--- config.mk ---
export PLATFORM = sky130hd
export DESIGN_NAME = srv_icache_flat
export DESIGN_NICKNAME = d
export VERILOG_FILES = /design/src/rtl/srv_icache_if.sv /design/src/rtl/srv_icache.sv /design/src/flat_wrapper.sv
export SDC_FILE = /design/constraint.sdc
export NUM_CORES = 2
export LEC_CHECK = 0
export ABC_AREA = 1
export ABC_CLOCK_PERIOD_IN_PS = 7700
export CORE_MARGIN = 5
export CORE_UTILIZATION = 25
export DETAILED_ROUTE_END_ITERATION = 16
export PLACE_DENSITY = 0.43
export SETUP_SLACK_MARGIN = 0.5
export SLEW_MARGIN = 20
export SYNTH_ARGS = -nofsm -noshare
export SYNTH_HDL_FRONTEND = slang
export SYNTH_SLANG_ARGS = --single-unit
--- constraint.sdc ---
create_clock -name clk -period 7.7 [get_ports clk]
set_input_delay 0.77 -clock clk [delete_from_list [all_inputs] [get_ports clk]]
set_output_delay 0.77 -clock clk [all_outputs]
set_load 0.01 [all_outputs]
--- src/rtl/srv_icache_if.sv ---
// rtl/srv_icache_if.sv - fetch, refill and status signals of the instruction cache
//  slave  : cache side (receives fetch/refill inputs, drives data, refill request and miss count)
//  master : environment side (fetch unit plus line-refill responder)
interface srv_icache_if #(
    parameter int CNT_W = 16
);
    logic              imem_req_i;
    logic [31:0]       imem_addr_i;
    logic [31:0]       imem_data_o;
    logic              imem_vld_o;
    logic              inv_i;
    logic              ext_req_o;
    logic [31:0]       ext_addr_o;
    logic              ext_rsp_i;
    logic [127:0]      ext_data_i;
    logic [CNT_W-1:0]  miss_cnt_o;

    modport slave (
        input  imem_req_i, imem_addr_i, inv_i, ext_rsp_i, ext_data_i,
        output imem_data_o, imem_vld_o, ext_req_o, ext_addr_o, miss_cnt_o
    );

    modport master (
        output imem_req_i, imem_addr_i, inv_i, ext_rsp_i, ext_data_i,
        input  imem_data_o, imem_vld_o, ext_req_o, ext_addr_o, miss_cnt_o
    );
endinterface

--- src/rtl/srv_icache.sv ---
// rtl/srv_icache.sv - direct-mapped instruction cache with single-outstanding line refill
//  clk   : clock, rising edge
//  rst_n : asynchronous active-low reset
//  bus   : srv_icache_if.slave - fetch port (imem_*), invalidate (inv_i),
//          refill port (ext_*), saturating refill counter (miss_cnt_o)
module srv_icache #(
    parameter int SETS  = 16,
    parameter int CNT_W = 16
) (
    input  logic         clk,
    input  logic         rst_n,
    srv_icache_if.slave  bus
);
    localparam int IDX_W = $clog2(SETS);
    localparam int TAG_W = 28 - IDX_W;

    typedef enum logic [1:0] {
        IDLE = 2'd0,
        REQ  = 2'd1,
        WAIT = 2'd2
    } state_t;

    state_t             state_ff;
    state_t             state_nx;
    logic [SETS-1:0]    valid_ff;
    logic [TAG_W-1:0]   tag_q  [SETS];
    logic [127:0]       line_q [SETS];
    logic [31:0]        miss_addr_ff;
    logic [CNT_W-1:0]   miss_cnt_ff;

    logic [1:0]         f_word;
    logic [IDX_W-1:0]   f_idx;
    logic [TAG_W-1:0]   f_tag;
    logic [IDX_W-1:0]   m_idx;
    logic [TAG_W-1:0]   m_tag;
    logic               hit;
    logic               miss_start;
    logic               fill;
    logic               unused_addr_bits;

    assign f_word = bus.imem_addr_i[3:2];
    assign f_idx  = bus.imem_addr_i[4 +: IDX_W];
    assign f_tag  = bus.imem_addr_i[31:4+IDX_W];
    assign m_idx  = miss_addr_ff[4 +: IDX_W];
    assign m_tag  = miss_addr_ff[31:4+IDX_W];

    // Lookups are only answered in IDLE so a fetch never sees a half-installed line.
    assign hit        = bus.imem_req_i & valid_ff[f_idx] & (tag_q[f_idx] == f_tag)
                      & (state_ff == IDLE);
    assign miss_start = (state_ff == IDLE) & bus.imem_req_i & ~hit & ~bus.inv_i;
    assign fill       = (state_ff == WAIT) & bus.ext_rsp_i;

    assign bus.imem_vld_o  = hit;
    assign bus.imem_data_o = line_q[f_idx][{f_word, 5'b00000} +: 32];
    assign bus.ext_req_o   = (state_ff == REQ);
    assign bus.ext_addr_o  = {2'b00, miss_addr_ff[31:4], 2'b00};
    assign bus.miss_cnt_o  = miss_cnt_ff;

    // Byte-offset bits never select anything; the refill works on whole lines.
    assign unused_addr_bits = ^{bus.imem_addr_i[1:0], miss_addr_ff[3:0]};

    always_comb begin
        state_nx = state_ff;
        case (state_ff)
            IDLE:    if (miss_start)    state_nx = REQ;
            REQ:                        state_nx = WAIT;
            WAIT:    if (bus.ext_rsp_i) state_nx = IDLE;
            default:                    state_nx = IDLE;
        endcase
    end

    always_ff @(posedge clk or negedge rst_n) begin
        if (!rst_n) begin
            state_ff     <= IDLE;
            valid_ff     <= '0;
            miss_addr_ff <= '0;
            miss_cnt_ff  <= '0;
        end else begin
            state_ff <= state_nx;
            if (miss_start) begin
                miss_addr_ff <= bus.imem_addr_i;
                if (miss_cnt_ff != '1) begin
                    miss_cnt_ff <= miss_cnt_ff + CNT_W'(1);
                end
            end
            // Invalidate takes priority over a refill landing on the same edge.
            if (bus.inv_i) begin
                valid_ff <= '0;
            end else if (fill) begin
                valid_ff[m_idx] <= 1'b1;
            end
        end
    end

    // Tag and data storage carry no reset; valid_ff alone qualifies them.
    always_ff @(posedge clk) begin
        if (fill) begin
            line_q[m_idx] <= bus.ext_data_i;
            tag_q[m_idx]  <= m_tag;
        end
    end
endmodule
--- src/flat_wrapper.sv ---
// flat-port wrapper written by rule: the top's interface ports become plain ports
module srv_icache_flat 
#(
    parameter int SETS  = 16,
    parameter int CNT_W = 16
)
  (clk, rst_n, bus_imem_req_i, bus_imem_addr_i, bus_inv_i, bus_ext_rsp_i, bus_ext_data_i, bus_imem_data_o, bus_imem_vld_o, bus_ext_req_o, bus_ext_addr_o, bus_miss_cnt_o);
  srv_icache_if #(.CNT_W(CNT_W)) bus_i ();
  input  logic clk;
  input  logic rst_n;
  input wire logic [$bits(bus_i.imem_req_i)-1:0] bus_imem_req_i;
  input wire logic [$bits(bus_i.imem_addr_i)-1:0] bus_imem_addr_i;
  input wire logic [$bits(bus_i.inv_i)-1:0] bus_inv_i;
  input wire logic [$bits(bus_i.ext_rsp_i)-1:0] bus_ext_rsp_i;
  input wire logic [$bits(bus_i.ext_data_i)-1:0] bus_ext_data_i;
  output wire logic [$bits(bus_i.imem_data_o)-1:0] bus_imem_data_o;
  output wire logic [$bits(bus_i.imem_vld_o)-1:0] bus_imem_vld_o;
  output wire logic [$bits(bus_i.ext_req_o)-1:0] bus_ext_req_o;
  output wire logic [$bits(bus_i.ext_addr_o)-1:0] bus_ext_addr_o;
  output wire logic [$bits(bus_i.miss_cnt_o)-1:0] bus_miss_cnt_o;
  assign bus_i.imem_req_i = bus_imem_req_i;
  assign bus_i.imem_addr_i = bus_imem_addr_i;
  assign bus_i.inv_i = bus_inv_i;
  assign bus_i.ext_rsp_i = bus_ext_rsp_i;
  assign bus_i.ext_data_i = bus_ext_data_i;
  assign bus_imem_data_o = bus_i.imem_data_o;
  assign bus_imem_vld_o = bus_i.imem_vld_o;
  assign bus_ext_req_o = bus_i.ext_req_o;
  assign bus_ext_addr_o = bus_i.ext_addr_o;
  assign bus_miss_cnt_o = bus_i.miss_cnt_o;
  srv_icache #(.SETS(SETS), .CNT_W(CNT_W)) u_core (.clk(clk), .rst_n(rst_n), .bus(bus_i));
endmodule
* Yosys cells after proc, flatten, opt, wreduce, memory -nomap -nowiden *
Memory sizes are Yosys's and may differ from the RTL's.
Cells that the tools add are included.

cells by class
  reductions and logical operators = 5
  multiplexer cells = 11
  bitwise logic cells = 10
  magnitude comparators = 3
  add/sub/neg operators = 1
  equal/unequal tests = 6
  shift-type cells = 1

operators by type and width
  cell                                                        number
  variable part select 128 x 8 -> 32 bit                      1
  2-to-1 mux 16 bit                                           2
  equality test 24 bit                                        1
  adder 16 x 1 -> 16 bit, second input constant               1
  != test 16 bit, second input constant                       1
  bitwise OR 16 bit                                           1
  less-than comparator 4 x 5 -> 1 bit, second input constant  2
  AND 1 bit                                                   7
  one-hot mux 2 bit (3 select lines)                          1
  binary-select mux 1 bit (select 4 bit)                      1
  demux 1 bit (select 4 bit)                                  1
  >= comparator 4 x 1 -> 1 bit, second input constant         1
  2-to-1 mux 1 bit                                            4
  2-to-1 mux 2 bit                                            2
  AND reduction 2 bit                                         2
  equality test 2 x 1 -> 1 bit, second input constant         1
  equality test 2 bit, second input constant                  1
  logical NOT 2 bit                                           1
  != test 2 x 1 -> 1 bit, second input constant               1
  != test 2 bit, second input constant                        1
  inverter 1 bit                                              2
  nonzero test 2 bit                                          1
  logical AND 1 bit                                           1

storage, ports and cells
  output and inout port bits = 82
  RAM bits = 2432
  bits in registers = 66
  memories = 2

memories
  name           depth  width  read ports  clocked after memory_dff  write ports  RTL line          text
  u_core.line_q  16     128    1           0                         1            srv_icache.sv:27  logic [127:0] line_q [SETS];
  u_core.tag_q   16     24     1           0                         1            srv_icache.sv:26  logic [TAG_W-1:0] tag_q [SETS];

* Longest topological paths before layout *
  word-level depth = 10
  depth in mapped cells = 20
  depth with buffers taken out = 17

* Worst setup path before layout *
No wires, ideal clock.

  path type = in2reg
  from = input port bus_ext_rsp_i
  to = memory u_core.line_q[12][0], enable pin
  arrival time = 7652 ps
  setup slack = -620 ps
  required time = 7033 ps
  buffers on the path = 0
  stages = 6
  path through = inv_1 -> nor3_1 -> nand2_1 -> nor2_1 -> inv_1 -> nor2_1

between the ends
  longest elaborated chain between the ends = 3

RTL lines
  element                                 RTL line            text
  from (decl)                             flat_wrapper.sv:14  input wire logic [$bits(bus_i.ext_rsp_i)-1:0] bus_ext_rsp_i;
  AND 1 bit                               srv_icache.sv:51    assign fill = (state_ff == WAIT) & bus.ext_rsp_i;
  2-to-1 mux 1 bit                        srv_icache.sv:97    if (fill) begin
  2-to-1 mux 1 bit (not written as such)  srv_icache.sv:98    line_q[m_idx] <= bus.ext_data_i;
  to (decl)                               srv_icache.sv:27

No other way between the ends.

* Final worst setup path *
  from = input port bus_imem_addr_i[4]
  to = output port bus_imem_data_o[6]

between the ends
  longest elaborated chain between the ends = 2

RTL lines
  element                                 RTL line            text
  from (decl)                             flat_wrapper.sv:12  input wire logic [$bits(bus_i.imem_addr_i)-1:0] bus_imem_addr_i;
  memory read (16 x 128 bit)              n/a
  variable part select 128 x 8 -> 32 bit  srv_icache.sv:54    assign bus.imem_data_o = line_q[f_idx][{f_word, 5'b00000} +: 32];
  to (decl)                               flat_wrapper.sv:16  output wire logic [$bits(bus_i.imem_data_o)-1:0] bus_imem_data_o;

No other way between the ends.

==> impl_results.md <==
* Outcome: finished, final reports clean
* Crit-path slowest cell: o22ai_1
* Max frequency at 169 MHz
* Worst reg2reg setup slack at 4.50 ns
* Hold_ws at 0.389 ns
* Cell mode on critical path: o22ai_1
* Critical Path End Type: primary output
* Reg-to-Reg End: u_core.line_q[4][45]$_DFFE_PP_
* Pwr dens at 268 nW/um2
* Worst path cell trace: buf_8 -> buf_4 -> buf_4 -> o21ai_0 -> o22ai_1 -> nor2_1 -> o22ai_1 -> o21ai_0 -> o22ai_1 -> clkdlybuf4s50_1
* GPL Wtd Cong at 0.749
* Final hold vios at 0
* Detail Route Antenna Nets at 0
* Die span in y at 638 um
* Post-CTS Resized at 0
* Synth warnings at 0
* DRC at 0
* Clock Skew at 0.101 ns
* Most frequent cells in the layout: edfxtp_1, nor2_1, o21ai_0
* Final WL at 332 mm
* Worst r2r src: u_core.state_ff[1]$_DFFE_PN0P_
* Worst VDD drop at 0.188 mV
* Seq cells post-synth at 2,494
* CTS tree: built
* Global-route wire length before repair at 468 mm
* Clock latency on the worst-skew pair at 0.95 ns
* Yosys top cell area share at 0.742
* Worst path buffer plus inverter count at 4
* Die width at 638 um
* Post-synth EDFFs at 2,432
* Drt pass-1 iters at 6
* Hold Path Class: in2async
* CTS Buffer Depth at 4
* Register area share after synthesis at 0.758
* Crit Path Max Fanout at 78
* Finish-stage setup viols at 0
* Core box area at 393,000 um2
* Fin crit share at 0.770
* Initial antenna violation count at 86
* Most common cell after layout, fill and taps aside: edfxtp_1
* Area Overhead vs Synth at 18.2%
* CP Launch Type: input port
* Pleak at 37.2 nW
* Post-CTS Setup Bufs at 0
* Root Buffer Master: clkbuf_16
* IO Port Bufs at 240
* Share of cells above drive strength 1 at 0.0707
* GRT Total Usage at 0.157
* Largest net degree at the start of global routing at 165
* CTS Sinks at 2,494
* Htree depth at 5
* Synth cell types at 36
* Max-Cap Viols at 0
* Total power at 0.0311 W
* Relative slew slack at 0.181
* CP max stage delay at 0.81 ns
* Average wire per standard cell at 25.0 um
* Post-route minimum period at 5.93 ns
* Die area at 406,000 um2
* Worst Reg2Reg Path Length in Cells at 7
* FP Rows at 230
* Post-synth top area cell: edfxtp_1
* Cell family with most CP delay: buffers and inverters
* Vias per cell at 4.85
* Via count at 64,400
* Ys async rst share at 0.0249
* Data arrival time of the critical path at 5.16 ns
* RSZ-0062 raised after global routing: false
* CTS Buf Count at 294
* Cell count after synthesis at 7,691
* Clock-pin transition on the worst setup and hold timing paths at 0.06 ns
* CP required at 6.93 ns
* Synth top area cells: edfxtp_1, o21ai_0, nor2_1
* Ports at 247
* Prevailing post-synth register cell: edfxtp_1
* Vias in the first global route at 62,500
* Slew @ Worst Pin at 1.22 ns
* Drt initial violations at 5,726
* Congestion Overflow GR at 0
* Hold-fix buffers, CTS at 1
* DP HPWL at 169 mm
* Post-Syn Area per Cell at 12.8 um2
* Synth Cell Area at 98,400 um2
* Critical path class: in2out
* Slew Viols, Final at 0
* Final nets at 7,993
* Initial core utilization at 0.251
## registers in the layout, indices dropped and copies added (netlist names)
| register | cells |
|---|---|
| u_core.bus.miss_cnt_o | 16 |
| u_core.line_q | 2048 |
| u_core.miss_addr_ff | 28 |
| u_core.state_ff | 2 |
| u_core.tag_q | 384 |
| u_core.valid_ff | 16 |
## metal layers
metal  GRT usage  wire (um)  vias up
met2       0.258     157000     1982
li1            -          -    28600
met1       0.213     147000    33200
met4      0.0437       8890       32
met5           0        213        -
met3      0.0270      19200      511
## logic make-up after synthesis
family / synth area share
xor+xnor: 0.00125
compound gates: 0.115
fa+ha+maj: 0.000127
buf+inv: 0.0282
simple gates: 0.0973
flops: 0.758
other cells: 0.0000381
## Yosys cell counts (29+ instances only)
cell and count:
buf_2 126, clkbuf_1 373, dfrtp_1 62, edfxtp_1 2432, inv_1 124, nand2_1 603, nand3_1 280, nor2_1 1509
o21ai_0 1313, o21ai_1 66, o22ai_1 637, o32ai_1 29
## final cells by class
class | instances | area, um2
fill | 39600 | 276000
sequential | 2494 | 74600
multi-input combinational | 4528 | 21200
clock buffer | 366 | 7770
tap | 5220 | 6530
timing repair buffer | 382 | 4140
clock inverter | 149 | 1530
inverter | 127 | 508
antenna | 13 | 32.5
## where the power goes
part,internal (W),switching [W]
Sequential,0.0152,0.000225
Combinational,0.000607,0.00150
Clock,0.00796,0.00561
Total,0.0238,0.00733
## worst max path at each step
| stage | start | endpoint | slack, ns | depth (start not counted) |
|---|---|---|---|---|
| floorplan | bus_ext_rsp_i | u_core.line_q[13][0]$_DFFE_PP_ | -0.62 | 6 |
| global placement | bus_imem_addr_i[4] | bus_imem_data_o[6] | 1.71 | 10 |
| detailed placement | bus_imem_addr_i[4] | bus_imem_data_o[6] | 1.69 | 10 |
| CTS | bus_imem_addr_i[4] | bus_imem_data_o[6] | 1.69 | 10 |
| global route | bus_imem_addr_i[4] | bus_imem_data_o[6] | 1.58 | 10 |
| finish | bus_imem_addr_i[4] | bus_imem_data_o[6] | 1.77 | 10 |
## per-stage QoR
step	worst slack [ns]	TNS [ns]	area, um2	std cells	utilization
detailed placement	1.69	0	107000	12800	0.273
floorplan	-0.617	-1369.27	98500	7694	-
CTS	1.69	0	116000	13300	0.296
global placement	1.71	0	107000	12800	0.273
finish	1.77	0	116000	13300	0.296
global route	1.58	0	116000	13300	0.296
No activity file was read; power rests on OpenSTA's default activity.
